`src/rtl/mult_pkg.sv`:
```
// Shared constants for the multiply job scheduler: default geometry and the
// FSM state codes that appear on st_out.
package mult_pkg;

  localparam int unsigned DEPTH_DEF  = 4;
  localparam int unsigned ADDR_W_DEF = 3;

  localparam logic [2:0] ST_IDLE   = 3'd0;
  localparam logic [2:0] ST_LOAD_A = 3'd1;
  localparam logic [2:0] ST_LOAD_B = 3'd2;
  localparam logic [2:0] ST_MULT   = 3'd3;
  localparam logic [2:0] ST_WRITE  = 3'd4;
  localparam logic [2:0] ST_READ   = 3'd5;

endpackage

```
`src/rtl/job_fifo.sv`:
```
// Job queue: DEPTH-entry first-word-fall-through FIFO.
// Ports:
//   clk, rst          clock, asynchronous active-high reset
//   push_i, din_i     write request and data (ignored while full)
//   pop_i             read request (ignored while empty); dout_o shows head
//   full_o, empty_o   occupancy flags
module job_fifo #(
  parameter int unsigned DEPTH = 4,
  parameter int unsigned WIDTH = 9
) (
  input  logic             clk,
  input  logic             rst,
  input  logic             push_i,
  input  logic [WIDTH-1:0] din_i,
  input  logic             pop_i,
  output logic [WIDTH-1:0] dout_o,
  output logic             full_o,
  output logic             empty_o
);

  localparam int unsigned PTR_W = (DEPTH > 1) ? $clog2(DEPTH) : 1;
  localparam logic [PTR_W:0] FULL_CNT = (PTR_W + 1)'(DEPTH);

  logic [WIDTH-1:0] mem_q [DEPTH];
  logic [PTR_W-1:0] wptr_q, rptr_q;
  logic [PTR_W:0]   cnt_q;
  logic             do_push, do_pop;

  assign full_o  = (cnt_q == FULL_CNT);
  assign empty_o = (cnt_q == '0);
  assign do_push = push_i & ~full_o;
  assign do_pop  = pop_i & ~empty_o;
  assign dout_o  = mem_q[rptr_q];

  // Pointers wrap naturally because DEPTH is a power of two.
  always_ff @(posedge clk or posedge rst) begin
    if (rst) begin
      wptr_q <= '0;
      rptr_q <= '0;
      cnt_q  <= '0;
    end else begin
      if (do_push) wptr_q <= wptr_q + 1'b1;
      if (do_pop)  rptr_q <= rptr_q + 1'b1;
      case ({do_push, do_pop})
        2'b10:   cnt_q <= cnt_q + 1'b1;
        2'b01:   cnt_q <= cnt_q - 1'b1;
        default: cnt_q <= cnt_q;
      endcase
    end
  end

  // Storage needs no reset: emptiness is defined by the counter alone.
  always_ff @(posedge clk) begin
    if (do_push) mem_q[wptr_q] <= din_i;
  end

endmodule

```
`src/rtl/mult_job_sched.sv`:
```
// Multiply job scheduler: queues {a,b,dst} jobs and sequences an external
// ROM / two-entry register file / multiplier / RAM datapath to compute
// RAM[dst] = ROM[a] * ROM[b]. Host RAM reads are interleaved with jobs.
// Ports:
//   clk, rst                      clock, asynchronous active-high reset
//   job_valid/job_ready           job handshake; job_a, job_b, job_dst payload
//   rd_req, rd_addr, rd_gnt       host RAM read request / address / grant
//   rom_addr                      ROM address
//   rf_w, rf_da, rf_sa, rf_sb     register-file write enable, dest, read selects
//   ram_we, ram_addr              RAM write enable and address
//   busy, done, st_out            not-IDLE, job-complete pulse, state code
module mult_job_sched
  import mult_pkg::*;
#(
  parameter int unsigned DEPTH  = DEPTH_DEF,
  parameter int unsigned ADDR_W = ADDR_W_DEF
) (
  input  logic              clk,
  input  logic              rst,
  input  logic              job_valid,
  output logic              job_ready,
  input  logic [ADDR_W-1:0] job_a,
  input  logic [ADDR_W-1:0] job_b,
  input  logic [ADDR_W-1:0] job_dst,
  input  logic              rd_req,
  input  logic [ADDR_W-1:0] rd_addr,
  output logic              rd_gnt,
  output logic [ADDR_W-1:0] rom_addr,
  output logic              rf_w,
  output logic              rf_da,
  output logic              rf_sa,
  output logic              rf_sb,
  output logic              ram_we,
  output logic [ADDR_W-1:0] ram_addr,
  output logic              busy,
  output logic              done,
  output logic [2:0]        st_out
);

  localparam int unsigned JOB_W = 3 * ADDR_W;

  logic [2:0]        state_q, state_d;
  logic [JOB_W-1:0]  job_q, job_d;
  logic [ADDR_W-1:0] rd_addr_q, rd_addr_d;
  logic              last_read_q, last_read_d;

  logic              fifo_pop, fifo_full, fifo_empty;
  logic [JOB_W-1:0]  fifo_dout;

  logic [ADDR_W-1:0] job_a_q, job_b_q, job_dst_q;

  assign job_a_q   = job_q[JOB_W-1 -: ADDR_W];
  assign job_b_q   = job_q[2*ADDR_W-1 -: ADDR_W];
  assign job_dst_q = job_q[ADDR_W-1:0];

  job_fifo #(
    .DEPTH (DEPTH),
    .WIDTH (JOB_W)
  ) u_fifo (
    .clk     (clk),
    .rst     (rst),
    .push_i  (job_valid),
    .din_i   ({job_a, job_b, job_dst}),
    .pop_i   (fifo_pop),
    .dout_o  (fifo_dout),
    .full_o  (fifo_full),
    .empty_o (fifo_empty)
  );

  assign job_ready = ~fifo_full;

  // last_read gives a queued job priority over a held rd_req right after a
  // read, so reads and jobs alternate instead of either one starving.
  always_comb begin
    state_d     = state_q;
    job_d       = job_q;
    rd_addr_d   = rd_addr_q;
    last_read_d = last_read_q;
    fifo_pop    = 1'b0;
    case (state_q)
      ST_IDLE: begin
        if (!fifo_empty && (!rd_req || last_read_q)) begin
          fifo_pop = 1'b1;
          job_d    = fifo_dout;
          state_d  = ST_LOAD_A;
        end else if (rd_req) begin
          rd_addr_d = rd_addr;
          state_d   = ST_READ;
        end
      end
      ST_LOAD_A: state_d = ST_LOAD_B;
      ST_LOAD_B: state_d = ST_MULT;
      ST_MULT:   state_d = ST_WRITE;
      ST_WRITE: begin
        last_read_d = 1'b0;
        state_d     = ST_IDLE;
      end
      ST_READ: begin
        last_read_d = 1'b1;
        state_d     = ST_IDLE;
      end
      default: state_d = ST_IDLE;
    endcase
  end

  always_ff @(posedge clk or posedge rst) begin
    if (rst) begin
      state_q     <= ST_IDLE;
      job_q       <= '0;
      rd_addr_q   <= '0;
      last_read_q <= 1'b0;
    end else begin
      state_q     <= state_d;
      job_q       <= job_d;
      rd_addr_q   <= rd_addr_d;
      last_read_q <= last_read_d;
    end
  end

  always_comb begin
    rom_addr = '0;
    ram_addr = '0;
    rf_w     = 1'b0;
    rf_da    = 1'b0;
    ram_we   = 1'b0;
    done     = 1'b0;
    rd_gnt   = 1'b0;
    case (state_q)
      ST_LOAD_A: begin
        rom_addr = job_a_q;
        rf_w     = 1'b1;
      end
      ST_LOAD_B: begin
        rom_addr = job_b_q;
        rf_w     = 1'b1;
        rf_da    = 1'b1;
      end
      ST_WRITE: begin
        ram_we   = 1'b1;
        ram_addr = job_dst_q;
        done     = 1'b1;
      end
      ST_READ: begin
        ram_addr = rd_addr_q;
        rd_gnt   = 1'b1;
      end
      default: ;
    endcase
  end

  // Read selects are fixed at 0/1 in every state; rf_sb is gated by rst so
  // all outputs except job_ready read 0 while reset is held.
  assign rf_sa  = 1'b0;
  assign rf_sb  = ~rst;
  assign busy   = (state_q != ST_IDLE);
  assign st_out = state_q;

endmodule
```
`config.mk`:
```
export PLATFORM = sky130hd
export DESIGN_NAME = mult_job_sched
export DESIGN_NICKNAME = d
export VERILOG_FILES = /design/src/rtl/mult_pkg.sv /design/src/rtl/job_fifo.sv /design/src/rtl/mult_job_sched.sv
export SDC_FILE = /design/constraint.sdc
export NUM_CORES = 1
export LEC_CHECK = 0
export BUFFER_PORTS_ARGS = -buffer_cell sky130_fd_sc_hd__buf_2
export CELL_PAD_IN_SITES_DETAIL_PLACEMENT = 1
export CELL_PAD_IN_SITES_GLOBAL_PLACEMENT = 2
export CORE_MARGIN = 5
export CORE_UTILIZATION = 40
export CTS_CLUSTER_SIZE = 16
export DETAILED_ROUTE_END_ITERATION = 16
export GPL_TIMING_DRIVEN = 0
export PLACE_DENSITY = 0.78
export SETUP_SLACK_MARGIN = 0.5
export SLEW_MARGIN = 20
export SYNTH_ARGS = -nofsm -noshare
export SYNTH_HDL_FRONTEND = slang
export SYNTH_HIERARCHICAL = 1
export SYNTH_SLANG_ARGS = --single-unit
export TNS_END_PERCENT = 30
```
`constraint.sdc`:
```
create_clock -name clk -period 3.3 [get_ports clk]
set_clock_uncertainty 0.05 [all_clocks]
set_input_delay 0.165 -clock clk [delete_from_list [all_inputs] [get_ports clk]]
set_output_delay 0.165 -clock clk [all_outputs]
set_load 0.005 [all_outputs]
```
* After elaboration in Yosys (flattened, before gate mapping)
Memories as Yosys holds them, arrays and structs flattened. A register that Yosys moved wholly into a read port is not among the register bits.
Cells that the tools add are included.
** Word-level totals
- Bits in registers :: 14
- Memory bits (writable) :: 36
- Output and inout bits :: 18
- Logic and storage cells :: 53
- Memories :: 1
** Memories
- u_fifo.mem_q :: words 4, bits a word 9, rd ports 1, clocked after Yosys merged registers in 1, write ports 1, RTL line job_fifo.sv:24 : logic [WIDTH-1:0] mem_q [DEPTH];
** Cells by class
- Add/sub/neg operators :: 4
- Eq/ne operators :: 9
- Multiplexer cells :: 15
- Bitwise logic cells :: 6
- Reduce and logical (&&, ||, !) cells :: 12
** Operator list (count)
- case mux 3 bit (2 select lines) :: 3
- case mux 3 bit (4 select lines) :: 1
- == test 3 bit, second input constant :: 3
- 2-to-1 mux 1 bit :: 8
- == test 3 x 2 -> 1 bit, second input constant :: 2
- logical NOT 3 bit :: 2
- 2-to-1 mux 3 bit :: 2
- adder 2 x 1 -> 2 bit, second input constant :: 2
- NOT 1 bit :: 4
- nonzero test 2 bit :: 2
- adder 3 x 1 -> 3 bit, second input constant :: 1
- == test 3 x 1 -> 1 bit, second input constant :: 1
- inequality test 3 bit, second input constant :: 1
- AND reduction 3 bit :: 1
- nonzero test 3 bit :: 1
- subtractor 3 x 1 -> 3 bit, second input constant :: 1
- AND 1 bit :: 2
- == test 2 x 1 -> 1 bit, second input constant :: 1
- == test 2 bit, second input constant :: 1
- logical NOT 1 bit :: 2
- case mux 1 bit (2 select lines) :: 1
- AND reduction 2 bit :: 1
- OR reduction 2 bit :: 1
- logical AND 1 bit :: 1
- logical OR 1 bit :: 1

* Depth between registers and ports, before layout
- Word-level depth :: 8
- Gate-level depth with buffers :: 9
- Gate-level depth less buffers :: 9

* Cells and area by module
Netlist, hierarchy kept.
** Modules (own cells, without submodules)
- job_fifo :: times used 1, cells each 85, area each 1742.9 um^2, sequential area each 1256.2 um^2
- mult_job_sched :: times used 1, cells each 65, area each 760.7 um^2, sequential area each 400.4 um^2

* Worst setup path after synthesis
No wires, ideal clock.
- Path kind :: register -> register
- Start point :: register state_q[0], in the netlist st_out[0]
- End point :: register u_fifo.cnt_q[2]
- Setup time :: 0.079 ns
- Arrival :: 2.413 ns
- Required time :: 3.171 ns
- Setup slack :: 0.757 ns
- Stages on the path, launching flop included :: 10
- Path through :: dfrtp_1 or3_4 nor3_4 o31a_2 ha_1 inv_1 fa_1 xor2_1 nor2_1 xor2_1
** Between the ends
- Cells in the longest elaborated chain, start to end :: 5
- Elaborated cells on any way between the ends :: 7
- Those cells by class :: 2 x eq/ne; 2 x mux; 1 x bitwise; 2 x reduce/logical
** Ends and longest elaborated chain
- from (decl) :: RTL line mult_job_sched.sv:42 : logic [2:0] state_q, state_d;
- from (signal assigned) :: RTL line mult_job_sched.sv:113 : state_q <= state_d;
- logical NOT 3 bit (*) :: RTL line mult_job_sched.sv:80 : case (state_q)
- 2-to-1 mux 1 bit (*) :: RTL line mult_job_sched.sv:80
- net fifo_pop :: RTL line mult_job_sched.sv:47 : logic fifo_pop, fifo_full, fifo_empty;
- AND 1 bit (*) :: RTL line job_fifo.sv:32 : assign do_pop = pop_i & ~empty_o;
- net u_fifo.do_pop :: RTL line job_fifo.sv:27 : logic do_push, do_pop;
- == test 2 x 1 -> 1 bit / == test 2 bit (equally long branches) :: RTL line job_fifo.sv:44 : case ({do_push, do_pop})
- case mux 3 bit (2 select lines) / nonzero test 2 bit (equally long branches)
- to (signal assigned) :: RTL line job_fifo.sv:45 : 2'b10: cnt_q <= cnt_q + 1'b1;
- to (signal assigned) :: RTL line job_fifo.sv:46 : 2'b01: cnt_q <= cnt_q - 1'b1;
- to (signal assigned) :: RTL line job_fifo.sv:47 : default: cnt_q <= cnt_q;
- to (decl) :: RTL line job_fifo.sv:26 : logic [PTR_W:0] cnt_q;
Mark *: on every way through the listed nets, which the timed path passes. The rest lies on a longest branch.
A chain may end at the register's enable or synchronous reset.

* Worst setup path in the final report
Ends and elaborated chain as after synthesis.

==> flow_summary.toml <==
[placement]
place_area_um2 = 2760
dp_hpwl_mm = 3.31
place_congestion = 0.823
place_inst = 257
pre_cts_ws_ns = 0.532
io_buffer_count = 32

[power]
intPower_mw = 2.05
switching_share = 0.299
p_clk_frac = 0.263
pwr-share-comb = 0.334
power_mw = 2.92
ir_drop_mv = 0.416
power.density_nw_per_um2 = 944
p_seq_frac = 0.404
p_sw_uw = 874
leakagePower_nw = 1.27

[synth]
synth_nets = 172
syn_area_per_cell_um2 = 16.7
synthTopCellsByArea = "edfxtp_1 43%, dfrtp_1 23%, mux4_2 8.1%"
netlist_instances = 150
ys_seq_area_frac = 0.662
synthFlopType = "edfxtp_1"
syn_area_um2 = 2500
synth-edff-count = 36
ys_async_sr_fraction = 0.390
synthDistinctLibCells = 36
yosys.area.top_type = "edfxtp_1"
synth-seq-cells = 59
synth_warnings = 6
synth.top_cell.area_share = 0.432

[sta]
relSlewSlack = 0.599
timing.fmax_mhz = 406
post-route-period-util = 0.746
fin_tns_setup_ns = 0
fin_ws_ns = 0.839
worst_hold_slack_ns = 0.0182
worstMarginPinSlew_ns = 0.600
slew_viol_final = 0
hold_viol_final = 0
rsz0062_at_grt = "false"
setup_violations = 0
post-route-min-period_ns = 2.46

[global_routing]
grt_pass1_wl_mm = 7.65
grt_pass1_vias = 1512
gr-total-overflow = 0
grt_max_degree = 18
antenna_found_initial = 0
grt_use_total = 0.132

[die]
floorplan.die.width_um = 89.1
fp.coreArea_um2 = 5990
core.rowCount = 28
die-area_um2 = 7940
initial_utilization = 0.418
die_h_um = 89.1
ios = 34

[drt]
drcViolationCount = 0
antenna_left = 0
wl_per_cell_um = 16.6
via_per_inst = 4.87
routed_wl_mm = 4.70
vias = 1383
drtPass1Iterations = 4
drt_iter0_markers = 37

[layout]
fin_area_um2 = 3090
final_cells = 284
drive_gt1_frac = 0.397
diodes = 0
nets = 226
final_core_util = 0.517
syn2layout_area_growth_pct = 23.6

[clock_network]
cts_made_buffers = 9
htree_levels = 3
clk_latency_ns = 0.33
cts.sinks = 59
root_buffer = "clkbuf_8"
cts_tree = "done"
clk_pin_slew_ns = 0.07
cts_buffer_depth = 2

[hold_path]
worstHoldStart = "job_b[2]"
hold_path.class = "in -> reg"

[outcome]
status = "finished, final reports clean"

[critical_path]
path_max_fanout = 8
endpoint_kind = "flip-flop"
crit_path_start_kind = "flip-flop"
crit_start = "st_out[0]"
path_class = "reg -> reg"
slowest_delay_ns = 0.46
r2r-start = "st_out[0]"
crit_arrival_ns = 2.67
path_common_cell = "xor2_1"
cp_cell_sequence = "or3_4 > nor3_4 > o31a_2 > ha_1 > inv_1 > fa_1 > xor2_1 > nor2_1 > xor2_1"
cp.required_ns = 3.51
slowest_stage = "dfrtp_1"

[flow_run]
drv_cap = 0
area by class of cell:
class | instances | area (um^2)
Clock inverter | 6 | 104
Clock buffer | 10 | 128
Tap cell | 75 | 93.8
Multi-Input combinational cell | 75 | 774
Buffer | 6 | 35.0
Sequential cell | 59 | 1660
Fill cell | 583 | 2900
Timing Repair Buffer | 43 | 265
Inverter | 10 | 37.5
layout by cell type, fill, tap and decap left out, drive strengths merged:
master,count
nand3,1
bufinv,3
fa,1
dlygate4sd3,9
and2b,1
a21o,1
nand2,3
a22o,3
inv,10
dfrtp,23
edfxtp,36
a211oi,1
mux4,9
mux2,13
xor2,3
nor2b,3
clkbuf,12
or3,1
nor3b,2
clkinv,3
a21oi,1
nand2b,1
nand4b,1
ha,5
and2,5
buf,38
nor3,2
xnor2,3
a22oi,3
mux2i,1
o31a,1
conb,1
nor2,9
critical path, delay by kind of cell, from the launching register on:
kind | cells | cell delay, ns
xor+xnor | 2 | 0.29
fa+ha+maj | 2 | 0.56
buf+inv | 1 | 0.06
compound gates | 1 | 0.22
simple gates | 3 | 0.74
flops | 1 | 0.46
cells in the mapped netlist (2+ instances only):
cell      instances
a22o_1            3
a22oi_1           3
and2_2            4
buf_4             3
clkbuf_1          2
dfrtp_1          23
edfxtp_1         36
ha_1              5
inv_1            10
mux2_2           12
mux4_2            9
nand2_1           3
nor2_1            9
nor2b_1           2
xnor2_1           3
xor2_1            3
timing repair:
action | CTS | global route
resized for setup | 0 | 0
hold buffers | 9 | 0
hold endpoints to repair | 54 | 0
endpoints found under the setup margin | 0 | 1
setup buffers | 0 | 2
power by group through the flow:
stage	Clock, mW	Sequential (mW)	Combinational (mW)
3_3_place_gp	0	1.17	0.928
2_1_floorplan	0	1.15	0.714
4_1_cts	0.794	1.18	0.983
5_1_grt	0.829	1.21	1.08
3_5_place_dp	0	1.20	0.970
6_report	0.768	1.18	0.974
final timing paths:
kind,to,slack (ns),cells after the start
max,u_fifo/cnt_q[2],0.84,9
min,u_fifo/mem_q[0][5],0.02,1
max reg2reg,u_fifo/cnt_q[2],0.84,9
min reg2reg,rd_addr_q[2],0.46,1
max in group asynchronous,job_q[6],2.38,3
min in group asynchronous,u_fifo/cnt_q[2],0.29,3
flip-flops by register name, summed over array words and instances (netlist names):
signal / flops
u_fifo/rptr_q: 2
rd_addr_q: 3
last_read_q: 1
st_out: 3
u_fifo/wptr_q: 2
u_fifo/cnt_q: 3
u_fifo/mem_q: 36
job_q: 9
metal layers:
metal	global-route usage	up-vias	share of wire
met4	0.0487	0	0.010
met2	0.218	34	0.49
met5	0	-	0
met3	0.0442	6	0.071
met1	0.160	685	0.42
li1	-	658	-
cell families after synthesis:
logic type	share of synthesized area
simple gates	0.0775
compound gates	0.0315
mux	0.145
other cells	0.00150
xor+xnor	0.0210
flops	0.662
buf+inv	0.0290
fa+ha+maj	0.0330
Power figures use the tool's default switching activity.
